<file path="src/rtl/pipo_load_arbiter.sv">
// -----------------------------------------------------------------------------
// pipo_load_arbiter
//
// Round-robin arbiter that shares one parallel-in/parallel-out register among
// NREQ requesters. A request is sampled in IDLE, and the winner's data and index
// are captured. The arbiter then drives the register's load strobe for exactly
// one cycle (LOAD) and spends one guard cycle (HOLD) before it samples again.
// This allows at most one transfer every 3 cycles.
//
// Parameters
//   WIDTH  data width of the shared register
//   NREQ   number of requesters (2, 4 or 8)
//
// Ports
//   clk        in   system clock, rising edge
//   res        in   asynchronous active-high reset
//   req        in   [NREQ]        request, bit i = requester i
//   din        in   [NREQ*WIDTH]  requester i drives [i*WIDTH +: WIDTH]
//   gnt        out  [NREQ]        one-hot, one-cycle acknowledge (LOAD only)
//   pipo_d     out  [WIDTH]       data to the shared register (holds data_q)
//   pipo_load  out                load strobe to the shared register
//   owner      out  [IW]          index of the most recently granted requester
//   busy       out                high in LOAD and HOLD
//
// All outputs come from registered state only. No path runs from req/din to
// any output.
// -----------------------------------------------------------------------------
module pipo_load_arbiter #(
  parameter int WIDTH = 4,
  parameter int NREQ  = 4
) (
  input  logic                    clk,
  input  logic                    res,
  input  logic [NREQ-1:0]         req,
  input  logic [NREQ*WIDTH-1:0]   din,
  output logic [NREQ-1:0]         gnt,
  output logic [WIDTH-1:0]        pipo_d,
  output logic                    pipo_load,
  output logic [$clog2(NREQ)-1:0] owner,
  output logic                    busy
);

  // Index width is derived from NREQ and is never set on its own.
  localparam int IW = $clog2(NREQ);

  typedef enum logic [1:0] {
    IDLE = 2'd0,
    LOAD = 2'd1,
    HOLD = 2'd2
  } state_e;

  state_e           state_q, state_d;
  logic [IW-1:0]    rr_q,    rr_d;     // highest-priority requester index
  logic [IW-1:0]    owner_q, owner_d;  // last granted, committed at end of LOAD
  logic [IW-1:0]    idx_q,   idx_d;    // winner captured in IDLE
  logic [WIDTH-1:0] data_q,  data_d;   // winner's data captured in IDLE

  // Round-robin search result for the current req and rr_q.
  logic             pick_found;
  logic [IW-1:0]    pick_idx;

  // ---------------------------------------------------------------------------
  // Round-robin pick: the first set bit at rr, rr+1, ... The candidate index
  // wraps from NREQ-1 to 0 because NREQ is a power of two. Truncating to IW
  // bits therefore gives the modulo.
  // ---------------------------------------------------------------------------
  always_comb begin
    logic [IW-1:0] cand;
    // NOTE: every variable written in a combinational block gets a default at
    // the top. A path that leaves a variable unassigned would infer a latch.
    pick_found = 1'b0;
    pick_idx   = rr_q;
    cand       = rr_q;
    for (int k = 0; k < NREQ; k++) begin
      cand = rr_q + IW'(k);
      if (!pick_found && req[cand]) begin
        pick_found = 1'b1;
        pick_idx   = cand;
      end
    end
  end

  // ---------------------------------------------------------------------------
  // State and datapath registers
  // ---------------------------------------------------------------------------
  always_ff @(posedge clk or posedge res) begin
    if (res) begin
      state_q <= IDLE;
      rr_q    <= '0;
      owner_q <= '0;
      idx_q   <= '0;
      data_q  <= '0;
    end else begin
      // NOTE: sequential state uses non-blocking assignments. All registers
      // then update together from the values they held before the edge.
      state_q <= state_d;
      rr_q    <= rr_d;
      owner_q <= owner_d;
      idx_q   <= idx_d;
      data_q  <= data_d;
    end
  end

  // ---------------------------------------------------------------------------
  // Next-state and next-datapath logic
  // ---------------------------------------------------------------------------
  always_comb begin
    state_d = state_q;
    rr_d    = rr_q;
    owner_d = owner_q;
    idx_d   = idx_q;
    data_d  = data_q;
    unique case (state_q)
      IDLE: begin
        if (pick_found) begin
          // Capture now, so later changes on req/din cannot affect this transfer.
          idx_d   = pick_idx;
          data_d  = din[pick_idx*WIDTH +: WIDTH];
          state_d = LOAD;
        end
      end
      LOAD: begin
        rr_d    = idx_q + IW'(1);
        owner_d = idx_q;
        state_d = HOLD;
      end
      HOLD: begin
        // Guard cycle: the winner drops req before the next sample.
        state_d = IDLE;
      end
      default: begin
        state_d = IDLE;
      end
    endcase
  end

  // ---------------------------------------------------------------------------
  // Outputs, decoded from registered state only
  // ---------------------------------------------------------------------------
  always_comb begin
    gnt       = '0;
    pipo_load = 1'b0;
    pipo_d    = data_q;
    busy      = (state_q != IDLE);
    // The new owner appears together with gnt and pipo_load. It is committed
    // into owner_q at the end of LOAD.
    owner     = owner_q;
    if (state_q == LOAD) begin
      gnt[idx_q] = 1'b1;
      pipo_load  = 1'b1;
      owner      = idx_q;
    end
  end

endmodule

</file>
<file path="config.mk">
export PLATFORM = sky130hd
export DESIGN_NAME = pipo_load_arbiter
export DESIGN_NICKNAME = d
export VERILOG_FILES = /design/src/rtl/pipo_load_arbiter.sv
export SDC_FILE = /design/constraint.sdc
export NUM_CORES = 1
export LEC_CHECK = 0
export BUFFER_PORTS_ARGS = -buffer_cell sky130_fd_sc_hd__buf_2
export CORE_MARGIN = 10
export CORE_UTILIZATION = 30
export CTS_CLUSTER_SIZE = 12
export DETAILED_ROUTE_END_ITERATION = 6
export RECOVER_POWER = 50
export SYNTH_ARGS = -nofsm -noshare
export SYNTH_HDL_FRONTEND = slang
export SYNTH_SLANG_ARGS = --single-unit
</file>
<file path="constraint.sdc">
create_clock -name clk -period 1.6 [get_ports clk]
set_input_delay 0.08 -clock clk [delete_from_list [all_inputs] [get_ports clk]]
set_output_delay 0.08 -clock clk [all_outputs]
set_load 0.01 [all_outputs]
</file>
==> impl_results.md <==
- Gr usage total: 0.0875
- Nature of the critical path startpoint: flip-flop
- RR Endpoint: pipo_d[3]$_DFFE_PP0P_
- Yosys cell types: 27
- Hold EP: pipo_d[3]$_DFFE_PP0P_
- Vias: 727
- Largest net degree at the start of global routing: 13
- IO Port Bufs: 33
- Filler Cells Inserted: 255
- Mapped Nets: 99
- FP Rows: 18
- Tcrit/Tclk final: 0.976
- Largest area contributor in the netlist: dfrtp_1
- Worst R2R Start: rr_q[1]$_DFFE_PP0P_
- Maximum vdd drop: 0.853 mV
- Clk buf depth: 2
- Leakage: 0.523 nW
- Die Height: 70.2 um
- Placed cells: 137
- Ys Warns: 0
- Die area: 4930 um2
- Worst-margin pin slew: 694 ps
- Seq/Total Area, Yosys: 0.397
- Cell Count, Final, Fillers Out: 146
- Via density: 4.98
- RSZ-0062 raised after global routing: true
- Worst-path clk slew: 80 ps
- N_diodes: 0
- # nets final: 143
- Vias in the first global route: 748
- Max H-tree Level: 1
- Post-synthesis cell count: 73
- Post-route ant nets: 0
- Mapped cell area: 756 um2
- Max-slew headroom: 0.533
- Pre-CTS setup slack: -40.0 ps
- Sequential cell fraction of total power: 0.287
- Internal: 0.00119 W
- Crit path max fanout: 4
- Layout cells sized above 1: 0.543
- Final setup violating endpoints: 0
- Hold Path Depth: 3
- Power Density: 1750 nW/um2
- Core ar.: 2430 um2
- Slew Viols, Final: 0
- Final min period: 1560 ps
- DPL Wire Length: 1660 um
- Status: completed
- First-pass GRT wire length: 3530 um
- Logic pwr share: 0.593
- DRC: 0
- Worst R2R Setup Slack: 40 ps
- Clock Tree Root: clkbuf_4
- Die X: 70.2 um
- Critical path arrival: 1750 ps
- Worst Path Required: 1790 ps
- Design area: 1150 um2
- Max-cap violations: 0
- Worst setup margin: 39.1 ps
- Commonest non-fill, non-tap cell in the layout: buf_2
- Final setup skew: 4.75 ps
- GPL Wtd Cong: 0.744
- Crit path kind: flip-flop to flip-flop
- Reg2Reg Depth: 5
- Max Fclk: 641 MHz
- Mean Syn Cell Area: 10.4 um2
- Yosys top cell area share: 0.397
- Overflow after GRT: 0
- Tightest Hold Check Type: input pin to flip-flop
- IO Count: 34
- Synth Register Bits: 12
- Initial antenna violation count: 0
- Routed WL: 2140 um
- DP Area: 970 um2
- Area delta synth->final: 52.2%
- Switching share of power: 0.409
- Worst hold slack: 146 ps
- TritonCTS Sinks: 12
- DRT Pass-1 Iters: 4
- Top post-synthesis cells by area: dfrtp_1, a211oi_1, ha_1
- CTS Buf Count: 3
- Crit end category: flip-flop
- Most frequent cells in the layout: buf_2, dfrtp_1, nor2_1, buf_4
- Final Hold Viols: 0
- Worst Hold Launch: din[3]
- WL/cell: 14.6 um
- Initial Utilization: 0.311
- Worst-Skew Late Latency: 280 ps
- CTS tree: yes
- 1st-iter DRT viols: 29
- Setup Total Neg Slack: 0 ps
- Clock share of power: 0.120
- Switching pwr: 0.000824 W
[per-layer routing]
layer	GRT usage	part of all wire	vias up
met5	0	0	-
met1	0.0986	0.41	335
li1	-	-	358
met2	0.141	0.49	27
met3	0.0268	0.064	7
met4	0.0526	0.030	0
[cell type report]
| class | instances | area [um2] | share of cell area |
|---|---|---|---|
| multi-input cells | 57 | 532 | 0.462 |
| repair buffers | 40 | 230 | 0.200 |
| inverters | 3 | 11.3 | 0.00979 |
| well taps | 30 | 37.5 | 0.0326 |
| clock buffers | 4 | 36.3 | 0.0316 |
| flip-flops and latches | 12 | 303 | 0.263 |
[cells by family (layout without fill, tap and decap cells)]
| group | after synthesis | after routing | synth area share |
|---|---|---|---|
| mux | 7 | 7 | 0.0977 |
| compound gates | 19 | 19 | 0.200 |
| simple gates | 27 | 27 | 0.219 |
| buf+inv | 4 | 47 | 0.0199 |
| fa+ha+maj | 4 | 4 | 0.0662 |
| flops | 12 | 12 | 0.397 |
[worst max-delay path, stage by stage, from the launching register on]
cell      delay [ps]
dfrtp_2          430
and3b_2          220
nor4_4           350
buf_4            190
nor4_4            50
a211oi_1         220
[flip-flops by register name, summed over array words and instances, names as in the netlist]
name	flops
pipo_d	4
idx_q	2
owner_q	2
rr_q	2
state_q	2
[cell usage after synthesis, drive strengths merged]
| master | number |
|---|---|
| clkbuf | 1 |
| and2 | 4 |
| o21ai | 3 |
| mux2i | 4 |
| nand2 | 1 |
| inv | 3 |
| mux2 | 3 |
| o21ba | 1 |
| dfrtp | 12 |
| nor2 | 7 |
| a21oi | 1 |
| nor4b | 1 |
| and3b | 1 |
| nor4 | 3 |
| or2 | 1 |
| o21a | 2 |
| a211oi | 9 |
| or3 | 1 |
| nor3 | 2 |
| o31a | 3 |
| ha | 4 |
| nor2b | 6 |
[worst max path at each step]
stage               slack [ps]  depth (start not counted)                     to                 from
floorplan                  100                          5  pipo_d[0]$_DFFE_PP0P_  rr_q[0]$_DFFE_PP0P_
global placement            -3                          5  pipo_d[0]$_DFFE_PP0P_  rr_q[0]$_DFFE_PP0P_
detailed placement         -40                          4  pipo_d[2]$_DFFE_PP0P_  rr_q[1]$_DFFE_PP0P_
CTS                        0.3                          5  pipo_d[0]$_DFFE_PP0P_  rr_q[0]$_DFFE_PP0P_
global route               -30                          5  pipo_d[1]$_DFFE_PP0P_  rr_q[0]$_DFFE_PP0P_
finish                      40                          5  pipo_d[3]$_DFFE_PP0P_  rr_q[1]$_DFFE_PP0P_
[power groups by stage]
| stage | registers [W] | logic, W | clock network [W] |
|---|---|---|---|
| after global routing | 0.000600 | 0.00131 | 0.000265 |
| final | 0.000578 | 0.00119 | 0.000243 |
| after global placement | 0.000572 | 0.000946 | 0 |
| after CTS | 0.000573 | 0.00100 | 0.000251 |
| after floorplan | 0.000575 | 0.000612 | 0 |
| after detailed placement | 0.000579 | 0.000962 | 0 |
[per-stage QoR]
| stage | total power [W] | utilization |
|---|---|---|
| 2_1_floorplan | 0.00119 | - |
| 3_3_place_gp | 0.00152 | 0.399 |
| 3_5_place_dp | 0.00154 | 0.399 |
| 4_1_cts | 0.00183 | 0.426 |
| 5_1_grt | 0.00218 | 0.473 |
| 6_report | 0.00201 | 0.473 |
[timing repair]
item | CTS | global route
setup endpoints to repair | 4 | 4
hold buffers | 1 | 0
setup buffers | 0 | 4
gates resized for setup | 5 | 15
pin swaps | 0 | 7
hold endpoints to repair | 12 | 0
Power figures use the tool's default switching activity.
